`config.mk`:
```
export PLATFORM = sky130hd
export DESIGN_NAME = reg_trace_streamer
export DESIGN_NICKNAME = d
export VERILOG_FILES = /design/src/rtl/reg_trace_streamer.sv
export SDC_FILE = /design/constraint.sdc
export NUM_CORES = 1
export LEC_CHECK = 0
export CAP_MARGIN = 10
export CORE_UTILIZATION = 36
export DETAILED_ROUTE_END_ITERATION = 10
export HOLD_SLACK_MARGIN = 0.12
export PLACE_DENSITY = 0.54
export SYNTH_ARGS = -nofsm -noshare
export SYNTH_HDL_FRONTEND = slang
export SYNTH_SLANG_ARGS = --single-unit
```
`constraint.sdc`:
```
create_clock -name clk -period 3.9 [get_ports clk]
set_input_delay 0.78 -clock clk [delete_from_list [all_inputs] [get_ports clk]]
set_output_delay 0.78 -clock clk [all_outputs]
set_load 0.05 [all_outputs]
```
`src/rtl/reg_trace_streamer.sv`:
```
// Register-file write tracer: buffers {addr3, data3} write events in a FIFO and
// serializes each one as a 6-byte frame (HEADER, addr, data MSB..LSB) on a valid/ready byte stream.
module reg_trace_streamer #(
    parameter int unsigned DEPTH     = 8,
    parameter int unsigned SKIP_ZERO = 1,
    parameter logic [7:0]  HEADER    = 8'hA5
) (
    input  logic                         clk,
    input  logic                         reset,
    input  logic                         write,
    input  logic [4:0]                   addr3,
    input  logic [31:0]                  data3,
    output logic [7:0]                   tx_data,
    output logic                         tx_valid,
    input  logic                         tx_ready,
    output logic                         overflow,
    output logic [7:0]                   drop_count,
    output logic [$clog2(DEPTH+1)-1:0]   fifo_count,
    input  logic                         clear_ovf
);

    localparam int unsigned AW = $clog2(DEPTH);
    localparam int unsigned CW = $clog2(DEPTH + 1);

    typedef enum logic [2:0] {IDLE, HDR, ADR, D3, D2, D1, D0} state_t;

    state_t          state, state_next;
    logic [36:0]     mem [DEPTH];
    logic [AW-1:0]   wr_ptr, rd_ptr;
    logic [36:0]     shadow;
    logic            capture, push, pop, drop;

    assign capture = write && !((SKIP_ZERO != 0) && (addr3 == 5'd0));
    assign pop     = (state == IDLE) && (fifo_count != '0);
    // A full FIFO still accepts when the head leaves in the same cycle.
    assign push    = capture && ((fifo_count < CW'(DEPTH)) || pop);
    assign drop    = capture && !push;

    always_ff @(posedge clk or negedge reset) begin
        if (!reset) begin
            wr_ptr     <= '0;
            rd_ptr     <= '0;
            fifo_count <= '0;
            shadow     <= '0;
            for (int unsigned i = 0; i < DEPTH; i++) mem[i] <= '0;
        end else begin
            if (push) begin
                mem[wr_ptr] <= {addr3, data3};
                wr_ptr      <= wr_ptr + AW'(1);
            end
            if (pop) begin
                shadow <= mem[rd_ptr];
                rd_ptr <= rd_ptr + AW'(1);
            end
            case ({push, pop})
                2'b10:   fifo_count <= fifo_count + CW'(1);
                2'b01:   fifo_count <= fifo_count - CW'(1);
                default: fifo_count <= fifo_count;
            endcase
        end
    end

    always_ff @(posedge clk or negedge reset) begin
        if (!reset) begin
            overflow   <= 1'b0;
            drop_count <= '0;
        end else if (clear_ovf) begin
            overflow   <= 1'b0;
            drop_count <= '0;
        end else if (drop) begin
            overflow <= 1'b1;
            if (drop_count != 8'hFF) drop_count <= drop_count + 8'd1;
        end
    end

    always_ff @(posedge clk or negedge reset) begin
        if (!reset) state <= IDLE;
        else        state <= state_next;
    end

    always_comb begin
        state_next = state;
        tx_valid   = 1'b1;
        tx_data    = '0;
        case (state)
            IDLE: begin
                tx_valid = 1'b0;
                if (fifo_count != '0) state_next = HDR;
            end
            HDR: begin
                tx_data = HEADER;
                if (tx_ready) state_next = ADR;
            end
            ADR: begin
                tx_data = {3'b000, shadow[36:32]};
                if (tx_ready) state_next = D3;
            end
            D3: begin
                tx_data = shadow[31:24];
                if (tx_ready) state_next = D2;
            end
            D2: begin
                tx_data = shadow[23:16];
                if (tx_ready) state_next = D1;
            end
            D1: begin
                tx_data = shadow[15:8];
                if (tx_ready) state_next = D0;
            end
            D0: begin
                tx_data = shadow[7:0];
                if (tx_ready) state_next = IDLE;
            end
            default: begin
                tx_valid   = 1'b0;
                state_next = IDLE;
            end
        endcase
    end

endmodule
```
==> results.json, run 1 <==
{
  "startpoint": "state[1]$_DFFE_PN0P_",
  "drt_pass1_iterations": 4,
  "wire_per_inst_um": 21.46,
  "maxCapViolations": 0,
  "outcome": "completed",
  "initial_core_util_pct": 36.79,
  "syn_nets": 1105,
  "die_h_um": 215.3,
  "drtIter0Drc": 496,
  "seq_area_frac_synth_pct": 54.25,
  "finClkSkew_ns": 0.01009,
  "cp_max_fo": 12,
  "dp_cells": 1674,
  "synth_top_flop_cell": "dfrtp_1",
  "ios": 64,
  "grt_usage_pct": 16.69,
  "avgSynthCellArea_sq_um": 15.49,
  "cts_tree": "yes",
  "critPathKind": "register to output pin",
  "critPathRequiredTime_ns": 3.12,
  "synth-compound-area-share_pct": 3.308,
  "synth_edf_count": 0,
  "tightest_slew_ns": 0.9317,
  "overflow": 0,
  "final_hold_viol_count": 0,
  "routabilityCongestion": 0.7360,
  "total_leakage_power_nw": 8.214,
  "antenna_found_initial": 1,
  "endpoint_kind": "output pin",
  "die_area_sq_um": 46350,
  "grt_pass1_wl_um": 59770,
  "dp_hpwl_um": 22630,
  "wl_um": 37440,
  "vias": 9071,
  "synth-warning-count": 0,
  "max_freq_mhz": 276.1,
  "finalCritPeriodShare_pct": 92.89,
  "synth_top_family_by_area": "multiplexers",
  "netlist.area_leader.share_pct": 54.25,
  "clk_pin_slew_ns": 0.06,
  "synth-simple-area-share_pct": 3.209,
  "rsz0062_at_grt": "no",
  "slew_headroom_pct": 37.32,
  "synth-adder-area-share_pct": 0.4584,
  "ys_types": 48,
  "synthCells": 1057,
  "ant_nets": 0,
  "synthMuxAreaShare_pct": 35.64,
  "numPortBuffers": 63,
  "yosysTopAreaCell": "dfrtp_1",
  "setup_viol": 0,
  "final_cell_mix": "dfrtp_1, mux2_2, mux2_4",
  "grt_pass1_vias": 9574,
  "cts_buffers": 40,
  "ctsHoldBuffers": 0,
  "peakVddDrop_mv": 0.6210,
  "area_delta_synth_final_pct": 17.11,
  "fin_cells": 1745,
  "synthXorXnorAreaFrac_pct": 0.4814,
  "timing.setup.tns_ns": 0,
  "insertion_delay_ns": 0.55,
  "final_common_cell": "dfrtp_1",
  "min_path_type": "input port to async pin",
  "die_w_um": 215.3,
  "synth_seq_cells": 355,
  "synthArstFlopShare_pct": 100.0,
  "grt_max_degree": 90,
  "netlist_area_sq_um": 16380,
  "cts_sinks": 355,
  "nets": 1172,
  "rows": 77,
  "clockBufferDepth": 3,
  "coreArea_sq_um": 44510,
  "drive_gt1_share_pct": 42.93,
  "vias_per_cell": 5.198,
  "p_per_area_nw_per_um2": 888.8,
  "antennaDiodeCount": 0,
  "drc": 0,
  "fin_crit_ns": 3.623,
  "reg2reg_from": "state[2]$_DFFE_PN0P_",
  "htree_levels": 2,
  "maxSlewViolCount": 0,
  "critPathLaunchType": "register",
  "crit_arrival_ns": 2.84,
  "root_buffer": "clkbuf_16",
  "synth_area_leaders": "dfrtp_1, mux2_2, mux4_2"
}
[synthesized netlist by cell type, types with 5 or more instances]
| library cell | number |
|---|---|
| nor2b_1 | 8 |
| buf_2 | 24 |
| clkbuf_1 | 28 |
| dfrtp_1 | 355 |
| nor2_1 | 45 |
| mux2_2 | 210 |
| a21oi_1 | 55 |
| nand2_1 | 5 |
| ha_1 | 6 |
| inv_1 | 8 |
| mux2i_1 | 43 |
| or4_1 | 5 |
| o21ai_0 | 16 |
| mux4_2 | 74 |
| xor2_1 | 5 |
| mux2_4 | 90 |
| buf_6 | 13 |
| buf_1 | 9 |
[power breakdown]
part	leakage [nW]	switching (W)	total, W	internal, W
Combinational	3.13	0.00278	0.00646	0.00368
Sequential	4.40	0.00122	0.00664	0.00543
Clock	0.689	0.00154	0.00394	0.00240
[critical path, cell delays in order, from the launching register on]
cell	delay (ns)
dfrtp_1	0.57
nor2b_1	0.42
a22oi_1	0.12
a21oi_1	0.33
clkdlybuf4s50_1	0.87
[state kept, by name, indices dropped and copies added, names as in the netlist]
register    flops
shadow         37
state           3
overflow        1
wr_ptr          3
drop_count      8
mem           296
rd_ptr          3
fifo_count      4
[per-stage QoR]
| stage | hold WS (ns) | worst slack [ns] | total power [W] | cell area [sq um] | util [%] |
|---|---|---|---|---|---|
| after floorplan | 0.4526 | 0.9359 | 0.01131 | 16380 | - |
| after global placement | 0.4722 | 0.3747 | 0.01311 | 17800 | 40.00 |
| after detailed placement | 0.4775 | 0.4038 | 0.01325 | 17800 | 40.00 |
| after CTS | 0.2572 | 0.1316 | 0.01728 | 19170 | 43.07 |
| after global routing | 0.2970 | 0.1549 | 0.01807 | 19180 | 43.09 |
| final | 0.2255 | 0.2775 | 0.01705 | 19180 | 43.09 |
[final cells by class]
type                            count  area [sq um]
Clock buffer                       53          1151
Clock inverter                     18         219.0
Fill cell                        4038         25330
Inverter                            8         30.03
Multi-Input combinational cell    620          7113
Sequential cell                   355          8894
Tap cell                          592         740.7
Timing Repair Buffer               99          1031
[repair_timing]
action                                  CTS  global route
endpoints found under the setup margin    0             3
setup buffers                             0             0
gates resized for setup                   0             3
[routing by layer]
layer  global-route usage (%)  share of wire (%)  vias up
met3                    2.505                2.6       44
met2                    25.78                 47       94
met5                        0              0.021        -
met4                    4.799                1.8        2
li1                         -                  -     4042
met1                    24.31                 49     4889
[cells by family after synthesis]
logic type / Yosys count
multiplexers: 419
XOR/XNOR: 9
adder cells (fa/ha/maj): 6
flip-flops: 355
AO/OA/AOI/OAI: 91
buffers and inverters: 82
AND/OR/NAND/NOR: 95
[path summary, 6_finish.rpt]
path	end	slack, ns	depth (start not counted)
max	tx_data[3]	0.28	4
min	drop_count[4]$_DFFE_PN0P_	0.23	1
max reg2reg	mem[227]$_DFFE_PN0P_	0.93	7
min reg2reg	mem[155]$_DFFE_PN0P_	0.48	1
max in group asynchronous	rd_ptr[1]$_DFFE_PN0P_	2.70	2
min in group clk	mem[155]$_DFFE_PN0P_	0.48	1
No activity file was read; power rests on OpenSTA's default activity.
==> inputs of run 2 (changes only) <==
--- a/config.mk
+++ b/config.mk
@@ -5,7 +5,9 @@
 export SDC_FILE = /design/constraint.sdc
 export NUM_CORES = 1
 export LEC_CHECK = 0
+export ABC_AREA = 1
 export CAP_MARGIN = 10
+export CORE_MARGIN = 1
 export CORE_UTILIZATION = 36
 export DETAILED_ROUTE_END_ITERATION = 10
 export HOLD_SLACK_MARGIN = 0.12
@@ -13,3 +15,4 @@
 export SYNTH_ARGS = -nofsm -noshare
 export SYNTH_HDL_FRONTEND = slang
 export SYNTH_SLANG_ARGS = --single-unit
+export TNS_END_PERCENT = 5
==> results.json, run 2 <==
{
  "root_buffer": "clkbuf_16",
  "netlist_area_sq_um": 17670,
  "total_leakage_power_nw": 10.13,
  "power_frac_comb_pct": 40.9,
  "final_cell_mix": "nand2_1, nand3_1, dfrtp_1",
  "p_int_w": 0.01013,
  "ctsHoldBuffers": 0,
  "avgSynthCellArea_sq_um": 7.701,
  "fin_crit_ns": 3.663,
  "synthCells": 2295,
  "grt_pass1_wl_um": 87770,
  "drive_gt1_share_pct": 5.833,
  "timing.setup.tns_ns": 0,
  "netlist.area_leader.share_pct": 50.26,
  "cts_resized": 0,
  "use_met3_pct": 2.964,
  "initial_core_util_pct": 36.79,
  "htree_levels": 2,
  "syn_nets": 2343,
  "p_per_area_nw_per_um2": 890.2,
  "grt_pass1_vias": 14497,
  "drtIter0Drc": 1324,
  "rsz0062_at_grt": "no",
  "cts_sinks": 355,
  "use_met2_pct": 36.67,
  "finClkSkew_ns": 0.02063,
  "wire_per_inst_um": 19.32,
  "drt_pass1_iterations": 6,
  "critPathLaunchType": "register",
  "netSwitchingPower_w": 0.007725,
  "grt_use_met1_pct": 32.38,
  "tightest_slew_ns": 0.9559,
  "drc": 0,
  "grt_max_degree": 133,
  "synth_most_common_cell": "nand2_1",
  "yosysTopAreaCell": "dfrtp_1",
  "synth_edf_count": 0,
  "insertion_delay_ns": 0.57,
  "numPortBuffers": 63,
  "crit_arrival_ns": 2.88,
  "switching_share_pct": 43.26,
  "clockBufferDepth": 3,
  "final_hold_viol_count": 0,
  "nets": 2295,
  "clk_pin_slew_ns": 0.06,
  "cts_tree": "yes",
  "die_area_sq_um": 49990,
  "dp_hpwl_um": 30810,
  "vias": 15175,
  "synth_area_leaders": "dfrtp_1, nand2_1, nand3_1",
  "seq_power_share_pct": 36.1,
  "slew_headroom_pct": 36.12,
  "cts_buffers": 42,
  "rows": 80,
  "peakVddDrop_mv": 0.5659,
  "grt_usage_pct": 22.81,
  "seq_area_frac_synth_pct": 50.26,
  "grt.busiest_layer": "met2",
  "outcome": "completed",
  "die_w_um": 223.6,
  "ant_nets": 0,
  "endpoint_kind": "output pin",
  "maxCapViolations": 0,
  "antennaDiodeCount": 0,
  "overflow": 0,
  "largestRegisters": "mem x296, shadow x37, drop_count x8",
  "die_h_um": 223.6,
  "synth-warning-count": 0,
  "min_path_type": "input port to async pin",
  "coreArea_sq_um": 48050,
  "top_register": "mem",
  "synth_seq_cells": 355,
  "post_cts_buffers": 0,
  "final_common_cell": "nand2_1",
  "critPathKind": "register to output pin",
  "largest_register_ffs": 296,
  "max_freq_mhz": 273.0,
  "antenna_found_initial": 1,
  "ios": 64,
  "routabilityCongestion": 0.8206,
  "synth_top_flop_cell": "dfrtp_1",
  "area_delta_synth_final_pct": 13.50,
  "fill_cells": 4847,
  "cp_max_fo": 12,
  "setup_viol": 0,
  "synthArstFlopShare_pct": 100.0,
  "ys_top_cells_by_count": "nand2_1, nand3_1, dfrtp_1",
  "ys_types": 29,
  "maxSlewViolCount": 0,
  "finalCritPeriodShare_pct": 93.93,
  "whs_ns": 0.1917,
  "vias_per_cell": 5.242,
  "p_clk_share_pct": 23.0,
  "wl_um": 55920,
  "critPathRequiredTime_ns": 3.12
}
==> run 2: cell types whose count changed after synthesis, moves of 17 or more <==
cell | previous run | this run
mux4_2 | 74 | 0
clkbuf_1 | 28 | 84
inv_1 | 8 | 186
clkbuf_2 | 0 | 26
nand2_1 | 5 | 809
mux2_4 | 90 | 0
a21oi_1 | 55 | 74
buf_4 | 0 | 20
nand3_1 | 4 | 428
mux2_2 | 210 | 0
mux2i_1 | 43 | 0
o21ai_0 | 16 | 87
nor2_1 | 45 | 28
o211ai_1 | 0 | 81
==> run 2: kinds of logic (layout without fill, tap and decap cells) <==
logic type                 after synthesis  after routing  synth area share [%]
AOI/OAI and AO/OA                      247            247                 8.233
xor gates and xnor gates                 8              8                0.3964
adders and majority gates                6              6                0.4247
buffers and inverters                  385            370                 9.762
DFF                                    355            355                 50.26
and+or+nand+nor                       1294           1294                 30.92
==> run 2: worst paths after layout <==
check	end	startpoint	cells after the start	slack, ns
hold reg to reg	mem[282]$_DFFE_PN0P_	mem[282]$_DFFE_PN0P_	2	0.47
setup / recovery	tx_data[4]	state[2]$_DFFE_PN0P_	6	0.24
setup reg to reg	shadow[36]$_DFFE_PN0P_	state[1]$_DFFE_PN0P_	9	1.27
hold / removal	mem[83]$_DFFE_PN0P_	reset	1	0.19
min in group clk	mem[282]$_DFFE_PN0P_	mem[282]$_DFFE_PN0P_	2	0.47
max in group asynchronous	mem[102]$_DFFE_PN0P_	reset	2	2.70
==> run 2: cell type report <==
class	instances	area (sq um)	share of cell area (%)
clock buffer	68	1313	6.543
sequential	355	8892	44.33
inverter	190	720.7	3.593
timing repair buffer	103	1111	5.539
tap	615	769.5	3.836
clock inverter	9	128.9	0.6424
multi-input combinational	1555	7126	35.52
==> run 2: per-layer routing <==
layer | vias to the layer above | part of all wire (%)
li1 | 7292 | -
met3 | 80 | 5.2
met5 | - | 0.021
met4 | 2 | 2.0
met2 | 411 | 46
met1 | 7390 | 46
==> run 2: critical path, stage by stage (launching register included) <==
cell	delay, ns
dfrtp_1	0.50
nor3_1	0.56
nand2_1	0.11
nand2_1	0.10
a21oi_1	0.04
nand3_1	0.16
clkdlybuf4s50_1	0.84
==> run 2: through the flow <==
step,instances,power [W],worst slack [ns],area [sq um],util (%)
final,2895,0.01786,0.2366,20060,41.75
after floorplan,2295,0.01140,1.475,17670,-
after CTS,2895,0.01795,0.2166,20060,41.75
after global placement,2818,0.01362,0.6557,18620,38.75
after global routing,2895,0.01921,0.04692,20060,41.75
after detailed placement,2818,0.01380,0.6242,18620,38.75
==> run 2: power groups by stage <==
stage	combinational, W	clock, W	sequential [W]
2_1_floorplan	0.00529	0	0.00612
5_1_grt	0.00822	0.00432	0.00667
6_report	0.00730	0.00410	0.00646
3_5_place_dp	0.00731	0	0.00649
3_3_place_gp	0.00717	0	0.00645
4_1_cts	0.00732	0.00419	0.00645
